$ cat src/rtl/intr_controller.sv
// Interrupt sequencer: accepts a masked irq, drains the pipeline, saves the
// interrupted PC into EPC through the register-file write port, then redirects
// fetch to the per-cause vector and blocks further interrupts until return.
//
// Ports:
//   clk, rst            clock / async active-high reset
//   irq                 level-sensitive requests
//   irq_en_wr/_data     enable-mask load
//   data_hazard         ID stalled; do not accept this cycle
//   intr_return         handler return decoded in ID
//   pc_id               PC of the instruction in ID (saved as EPC)
//   wb_*                WB write request (passed to RegWrite_* outputs)
//   RegWrite_*_out      register-file write port
//   flush               squash IF/ID and ID/EX
//   pc_redirect(_addr)  one-cycle fetch redirect to the vector
//   intr_active/_cause  handler status
//   irq_en              current enable mask
module intr_controller #(
  parameter int          NUM_IRQ      = 4,
  parameter logic [31:0] VEC_BASE     = 32'h0000_0100,
  parameter int          VEC_STRIDE   = 4,
  parameter int          DRAIN_CYCLES = 3,
  parameter logic [4:0]  EPC_REG      = 5'h1E
) (
  input  logic               clk,
  input  logic               rst,
  input  logic [NUM_IRQ-1:0] irq,
  input  logic               irq_en_wr,
  input  logic [NUM_IRQ-1:0] irq_en_data,
  input  logic               data_hazard,
  input  logic               intr_return,
  input  logic [31:0]        pc_id,
  input  logic               wb_regwrite,
  input  logic [4:0]         wb_reg,
  input  logic [31:0]        wb_data,
  output logic               RegWrite_out,
  output logic [4:0]         RegWrite_Reg_out,
  output logic [31:0]        RegWrite_Data_out,
  output logic               flush,
  output logic               pc_redirect,
  output logic [31:0]        pc_redirect_addr,
  output logic               intr_active,
  output logic [2:0]         intr_cause,
  output logic [NUM_IRQ-1:0] irq_en
);

  localparam int CW = (DRAIN_CYCLES > 1) ? $clog2(DRAIN_CYCLES) : 1;

  typedef enum logic [2:0] {
    IDLE, DRAIN, SAVE, VECTOR, HANDLER
  } state_t;

  state_t             r_state, w_state_nxt;
  logic [CW-1:0]      r_cnt, w_cnt_nxt;
  logic [31:0]        r_epc;
  logic [2:0]         r_cause;
  logic [NUM_IRQ-1:0] r_irq_en;
  logic [NUM_IRQ-1:0] w_pend;
  logic [2:0]         w_win;
  logic               w_accept;

  assign w_pend   = irq & r_irq_en;
  assign w_accept = (r_state == IDLE) && (|w_pend) && !data_hazard;
  assign irq_en   = r_irq_en;

  // Lowest set index wins: scan downward so the last hit is the lowest.
  always_comb begin
    w_win = '0;
    for (int i = NUM_IRQ - 1; i >= 0; i--) begin
      if (w_pend[i]) w_win = 3'(i);
    end
  end

  always_ff @(posedge clk or posedge rst) begin
    if (rst) begin
      r_state  <= IDLE;
      r_cnt    <= '0;
      r_epc    <= '0;
      r_cause  <= '0;
      r_irq_en <= '0;
    end else begin
      r_state <= w_state_nxt;
      r_cnt   <= w_cnt_nxt;
      if (irq_en_wr) r_irq_en <= irq_en_data;
      if (w_accept) begin
        r_epc   <= pc_id;
        r_cause <= w_win;
      end
    end
  end

  always_comb begin
    w_state_nxt       = r_state;
    w_cnt_nxt         = r_cnt;
    RegWrite_out      = wb_regwrite;
    RegWrite_Reg_out  = wb_reg;
    RegWrite_Data_out = wb_data;
    flush             = 1'b0;
    pc_redirect       = 1'b0;
    pc_redirect_addr  = '0;
    unique case (r_state)
      IDLE: begin
        if (w_accept) begin
          w_state_nxt = DRAIN;
          w_cnt_nxt   = CW'(DRAIN_CYCLES - 1);
        end
      end
      DRAIN: begin
        flush = 1'b1;
        if (r_cnt == '0) w_state_nxt = SAVE;
        else             w_cnt_nxt   = r_cnt - 1'b1;
      end
      SAVE: begin
        flush = 1'b1;
        // WB keeps priority on the write port; EPC waits for an idle slot.
        if (!wb_regwrite) begin
          RegWrite_out      = 1'b1;
          RegWrite_Reg_out  = EPC_REG;
          RegWrite_Data_out = r_epc;
          w_state_nxt       = VECTOR;
        end
      end
      VECTOR: begin
        flush            = 1'b1;
        pc_redirect      = 1'b1;
        pc_redirect_addr = VEC_BASE + 32'(r_cause) * 32'(VEC_STRIDE);
        w_state_nxt      = HANDLER;
      end
      HANDLER: begin
        if (intr_return) w_state_nxt = IDLE;
      end
      default: w_state_nxt = IDLE;
    endcase
  end

  assign intr_active = (r_state != IDLE);
  assign intr_cause  = intr_active ? r_cause : 3'd0;

endmodule

$ cat config.mk
export PLATFORM = sky130hd
export DESIGN_NAME = intr_controller
export DESIGN_NICKNAME = d
export VERILOG_FILES = /design/src/rtl/intr_controller.sv
export SDC_FILE = /design/constraint.sdc
export NUM_CORES = 1
export LEC_CHECK = 0
export CAP_MARGIN = 5
export CORE_MARGIN = 2
export CORE_UTILIZATION = 37
export DETAILED_ROUTE_END_ITERATION = 10
export GPL_ROUTABILITY_DRIVEN = 0
export PLACE_DENSITY = 0.88
export SYNTH_ARGS = -nofsm -noshare
export SYNTH_HDL_FRONTEND = slang
export SYNTH_SLANG_ARGS = --single-unit
$ cat constraint.sdc
create_clock -name clk -period 2.1 [get_ports clk]
set_input_delay 0.315 -clock clk [delete_from_list [all_inputs] [get_ports clk]]
set_output_delay 0.315 -clock clk [all_outputs]
set_load 0.01 [all_outputs]
==> results.md <==
- First-pass GRT wire length: 10070 µm
- Leakage power figure: roughly 1.9 nW
- Cell area after placement: between 3000 and 4000 µm²
- Synthesized flop and latch total: 43
- Period Utilization, post-route: 101.3%
- Hold-fix buffers, CTS: 0
- Clk sinks: 43
- Die Wd: about 87 µm
- Final setup margin: -0.02816 ns
- Ys Warns: 0
- Cells after Synth: between 150 and 200
- Grt total ovfl: 0
- Vias in the first global route: between 2000 and 2500
- Total GRT Usage: between 10% and 20%
- Post-DRT Antenna Nets: 0
- Slew Limit Fails: 0
- Hold crit path type: in2async
- Drt drc: 0
- Share of cells above drive strength 1: a little over two fifths
- Area Overhead vs Synth: 62.70%
- H-Tree Depth: 2
- Pwr dens: 934.4 nW/µm²
- Max FO, Critical Path: 6
- Worst endpoint data arrival time: between 1.5 and 2 ns
- Pin count of the biggest net entering global routing: 20
- Port bufs: 132
- R2R Setup Slk: about 0.22 ns
- FF-to-FF Start: r_state[2]
- CTS buffer count: 5
- Final-stage net count: about 420
- Ys async rst share: 100.0%
- Num ports: 163
- Vias: ~2000
- Floorplan die height: 87.45 µm
- Worst Clk Skew: between 0.008 and 0.009 ns
- Final Hold Viols: 0
- Post-synth EDFFs: 0
- Row count: 30
- Max VDD drop: a little over 0.4 mV
- Crit path capture type: output pin
- Failing checks: negative setup slack
- Diode count: 0
- Netlist cell types: 31
- Max_slew headroom: 49.97%
- Root buf cell: clkbuf_8
- Post-Route WL: approximately 6600 µm
- Initial antenna violation count: 0
- # setup viols final: 12
- Worst Path Required: about 1.8 ns
- Pre-Repair DR Iteration Count: 4
- Sequential share of the synthesized area: about two fifths
- Vias per cell: 4.644
- Critical path class: reg2out
- Cell Count, Final, Fillers Out: ~420
- Post-DP HPWL: roughly 4700 µm
- RSZ-0062 raised after global routing: true
- Area of the die: 7647 µm²
- FF-to-FF path depth: 5
- Top FF cell, synth: dfrtp_1
- # Max-Cap Violations: 0
- TritonCTS clock tree: done
- Synthesized cell area: 2576 µm²
- Clk buf depth: 2
- Worst-skew pair later-pin latency: 0.29 ns
- Worst setup SP type: flip-flop
- Slew @ Worst Pin: 0.7400 ns
- Syn avg cell area: approximately 13 µm²
- Fin area: around 4200 µm²
- Clock transition at path regs: approximately 0.090 ns
- Fmax: around 470 MHz
- DRT iter0 DRCs: 17
- Initial Utilization: a little under two fifths
- Routed length per instance: 15.65 µm
- Fin crit period: 2.128 ns
- R2R Path End: r_epc[13]
- Dpl cells: between 400 and 500
- Status: complete, but fails checks
- Core area: between 6000 and 7000 µm²
==> through the flow <==
step | setup TNS [ns] | power, mW | hold slack [ns] | setup slack (ns) | util (%)
CTS | -3.498 | 3.892 | 0.3100 | -0.1824 | 61.35
floorplan | 0 | 2.622 | 0.4631 | 0.3502 | -
global placement | -5.805 | 3.203 | 0.4880 | -0.2074 | 57.72
global route | -2.442 | 4.188 | 0.3286 | -0.1405 | 62.04
finish | -0.1961 | 3.916 | 0.3016 | -0.02816 | 62.04
detailed placement | -6.426 | 3.293 | 0.4876 | -0.2246 | 57.72
==> worst max-delay path, stage by stage (launching register included) <==
cell     delay [ns]
dfrtp_1        0.39
nor2_2         0.15
nand2_2        0.08
nor2_4         0.16
buf_6          0.15
buf_12         0.12
mux2_2         0.34
buf_6          0.12
==> flip-flops by register name, indices dropped and copies added, names as in the netlist <==
name and cells:
r_cnt 2, irq_en 4, r_state 3, r_cause 2
r_epc 32
==> synthesized netlist by cell type (2+ instances only) <==
master / number / area [µm²]
mux2_4: 28 / 420.4
dfrtp_1: 43 / 1076
mux2_2: 41 / 461.7
buf_4: 33 / 247.7
nand2b_1: 2 / 12.51
nor2_1: 4 / 15.01
a22o_1: 2 / 17.52
a21oi_1: 5 / 25.02
buf_12: 3 / 60.06
and2_1: 4 / 25.02
inv_1: 4 / 15.01
or2_2: 4 / 25.02
nand2_1: 3 / 11.26
buf_6: 2 / 22.52
==> final cells by class <==
type	instances	area, µm²
fill	517	2565
timing repair buffer	149	1554
multi-input combinational	137	1361
sequential	43	1076
tap	80	100.1
clock buffer	6	72.57
inverter	4	15.01
clock inverter	2	12.51
==> placed cells by master, fill, tap and decap left out, types with 2 or more instances in the layout <==
cell type / synthesis / routed
clkdlybuf4s50_1: 0 / 89
mux2_4: 28 / 53
dfrtp_1: 43 / 43
buf_6: 2 / 31
conb_1: 1 / 30
mux2_2: 41 / 16
buf_4: 33 / 8
clkbuf_2: 1 / 6
a21oi_1: 5 / 5
clkbuf_8: 0 / 5
buf_12: 3 / 5
and2_1: 4 / 4
or2_2: 4 / 4
dlygate4sd2_1: 0 / 4
inv_1: 4 / 3
a22o_1: 2 / 2
nor2_1: 4 / 2
nand2_1: 3 / 2
nand2b_1: 2 / 2
clkdlybuf4s15_1: 0 / 2
==> timing repair <==
action,CTS,global route
resized for setup,132,80
endpoints found under the setup margin,41,38
cloned,2,1
pin swaps,2,3
setup buffers,6,1
==> worst max path at each step <==
| stage | slack [ns] | startpoint | endpoint |
|---|---|---|---|
| 4_1_cts | -0.18 | r_state[0] | RegWrite_Data_out[31] |
| 6_report | -0.03 | r_state[2] | RegWrite_Data_out[18] |
| 2_1_floorplan | 0.35 | r_state[2] | RegWrite_Data_out[10] |
| 3_3_place_gp | -0.21 | wb_regwrite | RegWrite_Data_out[5] |
| 5_1_grt | -0.14 | r_state[2] | RegWrite_Data_out[0] |
| 3_5_place_dp | -0.22 | wb_regwrite | RegWrite_Data_out[3] |
==> metal layers <==
metal | global-route usage [%] | wire length, µm | share of wire (%)
met1 | 19.13 | 2601 | 39
met2 | 32.51 | 3473 | 53
met3 | 4.265 | 465 | 7.1
met4 | 3.357 | 47 | 0.71
met5 | 0 | 0 | 0
==> report_power, final <==
group          switching [mW]  leakage, nW  total [mW]  internal [mW]
registers               0.239        0.510        1.45           1.21
logic                   0.681         1.37        1.94           1.26
clock network           0.287       0.0412       0.520          0.233
total                    1.21         1.92        3.92           2.71
==> kinds of logic (layout without fill, tap and decap cells) <==
| logic type | Yosys count | count (layout) | synth area share [%] |
|---|---|---|---|
| mux | 69 | 69 | 34.24 |
| buf+inv | 44 | 161 | 13.79 |
| flops | 43 | 43 | 41.77 |
| simple gates | 25 | 25 | 6.459 |
| compound gates | 12 | 12 | 3.108 |
| fa+ha+maj | 1 | 1 | 0.4856 |
| other cells | 1 | 30 | 0.1456 |
Note: power is estimated with default switching activity, not from simulation.
